**config.mk**
```make
export PLATFORM = sky130hd
export DESIGN_NAME = window_seq_ctrl
export DESIGN_NICKNAME = d
export VERILOG_FILES = /design/src/rtl/bnn_pkg.sv /design/src/rtl/window_seq_ctrl_pos_counter.sv /design/src/rtl/window_seq_ctrl.sv
export SDC_FILE = /design/constraint.sdc
export NUM_CORES = 1
export LEC_CHECK = 0
export BUFFER_PORTS_ARGS = -buffer_cell sky130_fd_sc_hd__clkbuf_2
export CAP_MARGIN = 40
export CORE_MARGIN = 2
export CORE_UTILIZATION = 58
export DETAILED_ROUTE_END_ITERATION = 7
export PLACE_DENSITY_LB_ADDON = 0.08
export SYNTH_ARGS = -nofsm -noshare
export SYNTH_HDL_FRONTEND = slang
export SYNTH_SLANG_ARGS = --single-unit
```
**constraint.sdc**
```tcl
create_clock -name clk -period 2.55 [get_ports clk]
set_input_delay 0.1275 -clock clk [delete_from_list [all_inputs] [get_ports clk]]
set_output_delay 0.1275 -clock clk [all_outputs]
set_load 0.1 [all_outputs]
```
**src/rtl/bnn_pkg.sv**
```systemverilog
// Shared constants and encodings for the BNN conv-stage window sequencer.
package bnn_pkg;

   localparam int CW     = 5;
   localparam int IMG_W0 = 28;
   localparam int IMG_W1 = 26;

   localparam logic WIN_ST_L0 = 1'b0;
   localparam logic WIN_ST_L1 = 1'b1;

   typedef enum logic [1:0] {
      IDLE = 2'd0,
      RUN  = 2'd1,
      DONE = 2'd2
   } seq_state_t;

endpackage

```
**src/rtl/window_seq_ctrl_pos_counter.sv**
```systemverilog
// Row/column position counter that wraps at a runtime row width.
module win_pos_counter #(
   parameter int CW = bnn_pkg::CW
) (
   input  logic          clk,
   input  logic          rstn,
   input  logic          clr,
   input  logic          en,
   input  logic [CW-1:0] width,
   output logic [CW-1:0] col,
   output logic [CW-1:0] row,
   output logic          last
);

   logic col_end;
   logic row_end;

   assign col_end = (col == width - CW'(1));
   assign row_end = (row == width - CW'(1));
   assign last    = col_end && row_end;

   always_ff @(posedge clk or negedge rstn) begin
      if (!rstn) begin
         col <= '0;
         row <= '0;
      end else if (clr) begin
         col <= '0;
         row <= '0;
      end else if (en) begin
         if (col_end) begin
            col <= '0;
            row <= row_end ? '0 : row + CW'(1);
         end else begin
            col <= col + CW'(1);
         end
      end
   end

endmodule

```
**src/rtl/window_seq_ctrl.sv**
```systemverilog
// Frame sequencer for the bit-serial 3-row line-buffer window: handshake,
// position tracking and registered column/window valid pulses.
module window_seq_ctrl #(
   parameter int W0 = bnn_pkg::IMG_W0,
   parameter int W1 = bnn_pkg::IMG_W1,
   parameter int CW = bnn_pkg::CW
) (
   input  logic          clk,
   input  logic          rstn,
   input  logic          frame_start,
   input  logic          layer_sel,
   input  logic          abort,
   input  logic          in_valid,
   input  logic          in_bit,
   output logic          in_ready,
   input  logic          out_ready,
   output logic          win_shift,
   output logic          win_din,
   output logic          win_state,
   output logic          col_valid,
   output logic          win_valid,
   output logic [CW-1:0] out_row,
   output logic [CW-1:0] out_col,
   output logic          busy,
   output logic          frame_done
);

   import bnn_pkg::*;

   seq_state_t    state;
   seq_state_t    state_nxt;
   logic          start;
   logic          accept;
   logic          pos_last;
   logic [CW-1:0] width;
   logic [CW-1:0] row;
   logic [CW-1:0] col;

   always_ff @(posedge clk or negedge rstn) begin
      if (!rstn) state <= IDLE;
      else       state <= state_nxt;
   end

   // Abort wins over acceptance, so the RUN exit on abort is checked first.
   always_comb begin
      state_nxt = state;
      start     = 1'b0;
      case (state)
         IDLE: begin
            if (frame_start) begin
               state_nxt = RUN;
               start     = 1'b1;
            end
         end
         RUN: begin
            if (abort)                    state_nxt = IDLE;
            else if (accept && pos_last)  state_nxt = DONE;
         end
         DONE:    state_nxt = IDLE;
         default: state_nxt = IDLE;
      endcase
   end

   // in_ready drops during abort so upstream never sees a pixel as taken.
   assign in_ready   = (state == RUN) && out_ready && !abort;
   assign accept     = in_valid && in_ready;
   assign win_shift  = accept;
   assign win_din    = in_bit;
   assign busy       = (state == RUN);
   assign frame_done = (state == DONE);

   assign width = (win_state == WIN_ST_L1) ? CW'(W1) : CW'(W0);

   always_ff @(posedge clk or negedge rstn) begin
      if (!rstn)      win_state <= WIN_ST_L0;
      else if (start) win_state <= layer_sel;
   end

   win_pos_counter #(
      .CW (CW)
   ) u_pos (
      .clk   (clk),
      .rstn  (rstn),
      .clr   (start),
      .en    (accept),
      .width (width),
      .col   (col),
      .row   (row),
      .last  (pos_last)
   );

   // Pulses describe the pixel accepted on the previous edge and are never stalled.
   always_ff @(posedge clk or negedge rstn) begin
      if (!rstn) begin
         col_valid <= 1'b0;
         win_valid <= 1'b0;
         out_row   <= '0;
         out_col   <= '0;
      end else begin
         col_valid <= accept && (row >= CW'(2));
         win_valid <= accept && (row >= CW'(2)) && (col >= CW'(2));
         if (accept && (row >= CW'(2)) && (col >= CW'(2))) begin
            out_row <= row - CW'(2);
            out_col <= col - CW'(2);
         end
      end
   end

endmodule

```
# Yosys cells after proc, flatten, opt, wreduce, memory -nomap -nowiden
# Index checks and enable logic that the tools add are counted.
[word_totals]
ff_bits = 25
latchBits = 0
ramBits = 0
rom_bits = 0
input_bits = 8
output_inout_bits = 18
word_cells = 48
memories = 0
[op_classes]
addsub = 5
mul = 0
n_div = 0
n_lt_le_gt_ge = 2
n_eq_ne = 6
n_shift = 0
n_mux = 14
n_bitwise = 0
reduce_logical = 13
[ops]
columns = ["operator", "n"]
rows = [
  ["2-to-1 mux 5 bit", 7],
  ["adder 5 x 1 -> 5 bit (second input constant)", 2],
  ["equality test 5 bit", 2],
  ["greater-or-equal comparator 5 x 2 -> 1 bit (second input constant)", 2],
  ["subtractor 5 x 2 -> 5 bit (second input constant)", 2],
  ["logical AND 1 bit", 7],
  ["2-to-1 mux 2 bit", 3],
  ["subtractor 4 x 2 -> 5 bit (second input constant)", 1],
  ["one-hot mux 2 bit (2 select lines)", 1],
  ["AND reduction 2 bit", 2],
  ["nonzero test 2 bit", 2],
  ["2-to-1 mux 3 bit", 1],
  ["!= test 3 x 2 -> 1 bit (second input constant)", 1],
  ["equality test 2 x 1 -> 1 bit (second input constant)", 1],
  ["equality test 2 bit (second input constant)", 1],
  ["zero test 2 bit", 1],
  ["2-to-1 mux 1 bit", 2],
  ["!= test 2 bit (second input constant)", 1],
  ["zero test 1 bit", 1],
]

# Logic depth before layout (Yosys ltp)
[logic_depth]
ltp_word = 8
depth_mapped = 7
ltp_nobuf = 6

# Cells and area by module
# From an unflattened synthesis, not the netlist that was laid out.
[unflattened]
cells_unflattened = 158
area_unflattened_um2 = 1571.5
[by_module_without_submodules]
columns = ["module", "n_inst", "cells_per_inst", "area_each_um2", "seq_area_each_um2"]
rows = [
  ["win_pos_counter", 1, 97, 847.1, 250.2],
  ["window_seq_ctrl", 1, 61, 724.4, 375.4],
]

# Least setup slack after synthesis
# No wires, ideal clock.
[synth_path]
kind = "reg-to-reg"
startpoint = "register win_state"
endpoint = "register u_pos.row[4]"
setup_time_ns = 0.077
arrival_time_ns = 2.100
path_slack_ns = 0.373
stages_incl_launch_ff = 6
synth_period_minus_slack_ns = 2.177
path_cell_list = "dfrtp_1 xnor2_1 nand4bb_4 buf_6 or4_1 a21oi_1"
[synth_between]
elab_chain_cells = 7
elab_cells_between_ends = 10
cone_classes = "add/sub (1); eq/ne (2); mux (5); reduce/logical (2)"
[synth_lines]
columns = ["item", "line_no", "rtl"]
rows = [
  ["start, declared", "window_seq_ctrl.sv:19", "output logic win_state,"],
  ["start signal, assigned", "window_seq_ctrl.sv:76", "else if (start) win_state <= layer_sel;"],
  ["2-to-1 mux 3 bit *", "window_seq_ctrl.sv:72", "assign width = (win_state == WIN_ST_L1) ? CW'(W1) : CW'(W0);"],
  ["subtractor 4 x 2 -> 5 bit *", "window_seq_ctrl_pos_counter.sv:18, window_seq_ctrl_pos_counter.sv:19", ""],
  ["equality test 5 bit", "window_seq_ctrl_pos_counter.sv:19", "assign row_end = (row == width - CW'(1));"],
  ["2-to-1 mux 5 bit", "window_seq_ctrl_pos_counter.sv:32", "row <= row_end ? '0 : row + CW'(1);"],
  ["2-to-1 mux 5 bit", "window_seq_ctrl_pos_counter.sv:30", "if (col_end) begin"],
  ["2-to-1 mux 5 bit", "window_seq_ctrl_pos_counter.sv:29", "end else if (en) begin"],
  ["2-to-1 mux 5 bit", "window_seq_ctrl_pos_counter.sv:26", "end else if (clr) begin"],
  ["end signal, assigned", "window_seq_ctrl_pos_counter.sv:32", ""],
  ["end, declared", "window_seq_ctrl_pos_counter.sv:11", "output logic [CW-1:0] row,"],
]
# Every way passes the cells marked *; elsewhere a longest branch is shown, timed or not. The select of a mux whose other input is x is not followed.
# A chain may end at the register's enable or synchronous reset.

# Final worst setup path
[layout_path]
startpoint = "register u_pos.row[1]"
endpoint = "register out_col[0]"
[layout_between]
elab_chain_cells = 3
[layout_lines]
columns = ["item", "line_no", "rtl"]
rows = [
  ["greater-or-equal comparator 5 x 2 -> 1 bit", "window_seq_ctrl.sv:102", "if (accept && (row >= CW'(2)) && (col >= CW'(2))) begin"],
  ["logical AND 1 bit (2 in series)", "window_seq_ctrl.sv:102", ""],
  ["end signal, assigned", "window_seq_ctrl.sv:104", "out_col <= col - CW'(2);"],
  ["end, declared", "window_seq_ctrl.sv:23", "output logic [CW-1:0] out_col,"],
]
# Every way passes these cells.

==> impl_metrics.tcl <==
set metrics [dict create \
    status "finished clean" \
    slew_headroom_pct 58.9 \
    fin_worst_skew_ns 0.00736 \
    wire_per_inst_um 13.5 \
    cts_setup_buffers 0 \
    cts_made_buffers 3 \
    ys_ff_latch 25 \
    worstPathArrival_ns 2.26 \
    crit_path_start_kind "register" \
    finalSetupViolations 0 \
    timing.rr.start "u_pos.row[1]" \
    setup_slack_ns 0.509 \
    sequentialPowerShare_pct 43.4 \
    preCtsSetupSlack_ns 0.504 \
    required_ns 2.77 \
    wl_um 2440 \
    grt_max_degree 26 \
    multi_input_area_um2 649 \
    worstHoldPathType "input pin to register" \
    rows 17 \
    end_kind "register" \
    gp_congestion 0.761 \
    cts_buffer_depth 2 \
    drc_errors 0 \
    dp_hpwl_um 1850 \
    crit_type "register to register" \
    cap_violations 0 \
    antenna_left 0 \
    final_nets 170 \
    avgSynthCellArea_um2 10.9 \
    core_mm2 0.00221 \
    p_leak_nw 0.784 \
    io_pins 26 \
    die_w_um 52.4 \
    p_total_mw 1.09 \
    period_needed_ns 2.04 \
    syn-num-nets 141 \
    drv_slew 0 \
    netlist_instances 125 \
    intPower_mw 0.586 \
    hold_viol_final 0 \
    pwr-share-comb_pct 39.9 \
    clk_pin_slew_ns 0.13 \
    tightest_slew_ns 0.616 \
    antennaDiodeCount 0 \
    yosysWarningCount 0 \
    fin_tns_setup_ns 0 \
    seq_area_um2 626 \
    grt_pass1_vias 974 \
    cts_tree "yes" \
    dr.first_iter.drc_count 7 \
    ys_types 37 \
    start_util_pct 61.4 \
    post-route-period-util_pct 80.0 \
    clock_latency_ns 0.32 \
    die-area_mm2 0.00275 \
    area_delta_synth_final_pct 14.3 \
    rsz0062_at_grt "false" \
    rr_worst_depth 7 \
    path_max_fanout 7 \
    antenna_found_initial 0 \
    n_fill_cell 185 \
    fmax_mhz 490 \
    clock-root-buffer "clkbuf_4" \
    vias 974 \
    critPathLaunch "u_pos.row[1]" \
    cts_sinks 25 \
    routed_via_density 5.38 \
    portBuffers 23 \
    whs_path_depth 3 \
    switchingPower_mw 0.501 \
    chipHeight_um 52.4 \
    yosysSeqAreaShare_pct 46.0 \
    synth_area_mm2 0.00136 \
    htreeDepth 1 \
    grt_pass1_wl_um 4280 \
    drive_gt1_share_pct 24.2 \
    cts_resized 0 \
    p_per_area_mw_per_mm2 700 \
    ir_drop_v 0.000508 \
    hp-start "frame_start" \
    netSwitchingFraction_pct 46.1 \
    grtUsageTotal_pct 21.5 \
    grt_overflow 0 \
    clkPwrFrac_pct 16.7 \
    dr.pass1.iters 4 \
]
==> critical path, stage by stage, from the launching register on <==
cell,delay (ns)
dfrtp_1,0.50
inv_1,0.09
ha_1,0.22
inv_1,0.08
a2111oi_2,0.05
a211oi_2,0.42
buf_4,0.24
mux2_1,0.33
==> what timing repair did <==
item,in CTS,in global routing
hold endpoints to repair,27,0
hold buffers,3,0
endpoints found under the setup margin,0,0
==> per-stage QoR <==
| step | instances | area (um2) | util [%] | hold slack (ns) |
|---|---|---|---|---|
| detailed placement | 174 | 1490 | 67.5 | 0.168 |
| global route | 181 | 1550 | 70.2 | 0.176 |
| finish | 181 | 1550 | 70.2 | 0.179 |
| global placement | 174 | 1490 | 67.5 | 0.156 |
| CTS | 181 | 1550 | 70.2 | 0.175 |
| floorplan | 125 | 1360 | - | -0.168 |
==> cell families (layout without fill, tap and decap cells) <==
kind of cell	count (synthesis)	after routing	share of synthesized area, %
AOI/OAI and AO/OA	21	21	11.2
xor gates and xnor gates	9	9	5.80
adders and majority gates	8	8	7.37
buffers and inverters	18	46	6.17
DFF	25	25	46.0
muxes	10	10	8.10
and+or+nand+nor	34	34	15.3
==> final cells by class <==
cell class | count | area share [%]
Inverter | 14 | 3.38
Tap cell | 28 | 2.26
Clock inverter | 1 | 0.483
Timing Repair Buffer | 28 | 10.3
Multi-Input combinational cell | 82 | 41.8
Clock buffer | 3 | 1.45
Sequential cell | 25 | 40.3
==> power by group through the flow <==
stage	sequential [mW]	combinational, mW	clock, mW
3_3_place_gp	0.477	0.427	0
2_1_floorplan	0.697	0.142	0
3_5_place_dp	0.481	0.433	0
6_report	0.472	0.433	0.182
5_1_grt	0.478	0.460	0.202
4_1_cts	0.473	0.437	0.186
==> layer usage <==
metal	global-route usage, %	part of all wire, %
met5	0	0
met4	10.3	2.0
met3	2.57	3.1
met2	37.1	50
met1	26.4	45
==> registers in the layout (all words and copies together), names as in the netlist <==
name,count
out_col,5
out_row,5
u_pos.col,5
u_pos.row,5
state,2
col_valid,1
win_state,1
win_valid,1
==> layout by cell type, fill, tap and decap left out, types with 2 or more instances in the layout <==
cell	count
nor3_1	2
dfrtp_1	25
a21boi_0	2
or4_1	2
inv_1	13
dlygate4sd3_1	3
clkbuf_4	3
xor2_1	6
o41ai_1	2
buf_4	2
o21ai_0	4
ha_1	8
clkbuf_2	23
nand2_1	13
mux2i_1	2
o211ai_1	2
xnor2_1	3
a21oi_1	4
nor2_1	6
o31ai_1	2
mux2_1	7
nand3_1	2
==> path summary, 6_finish.rpt <==
| path | slack (ns) | to |
|---|---|---|
| worst max-delay path | 0.51 | out_col[0] |
| worst min-delay path | 0.18 | state[0] |
| worst max register to register | 0.51 | out_col[0] |
| worst min register to register | 0.51 | out_col[1] |
| max in group asynchronous | 1.82 | u_pos.col[2] |
| min in group asynchronous | 0.32 | out_row[0] |
==> cell usage after synthesis (all sizes together) <==
| master | count | area (um2) |
|---|---|---|
| o31ai | 2 | 15.0 |
| a22oi | 1 | 7.51 |
| dfrtp | 25 | 626 |
| and4b | 1 | 10.0 |
| ha | 8 | 100 |
| a211oi | 2 | 20.0 |
| xnor2 | 3 | 26.3 |
| and2 | 1 | 6.26 |
| or2 | 1 | 6.26 |
| mux2i | 2 | 20.0 |
| a21boi | 2 | 15.0 |
| nand4b | 1 | 8.76 |
| nor2 | 6 | 22.5 |
| nand2 | 13 | 48.8 |
| buf | 4 | 31.3 |
| xor2 | 6 | 52.6 |
| nor3 | 2 | 10.0 |
| and4bb | 1 | 16.3 |
| inv | 14 | 52.6 |
| a21o | 1 | 7.51 |
| nand3 | 2 | 10.0 |
| o211ai | 2 | 15.0 |
| a21oi | 4 | 20.0 |
| or3 | 1 | 6.26 |
| nor3b | 1 | 12.5 |
| a2111oi | 1 | 15.0 |
| o21ai | 4 | 20.0 |
| mux2 | 8 | 90.1 |
| or4 | 2 | 15.0 |
| nand4bb | 1 | 27.5 |
| and2b | 1 | 7.51 |
| o41ai | 2 | 17.5 |
Power figures use the tool's default switching activity.
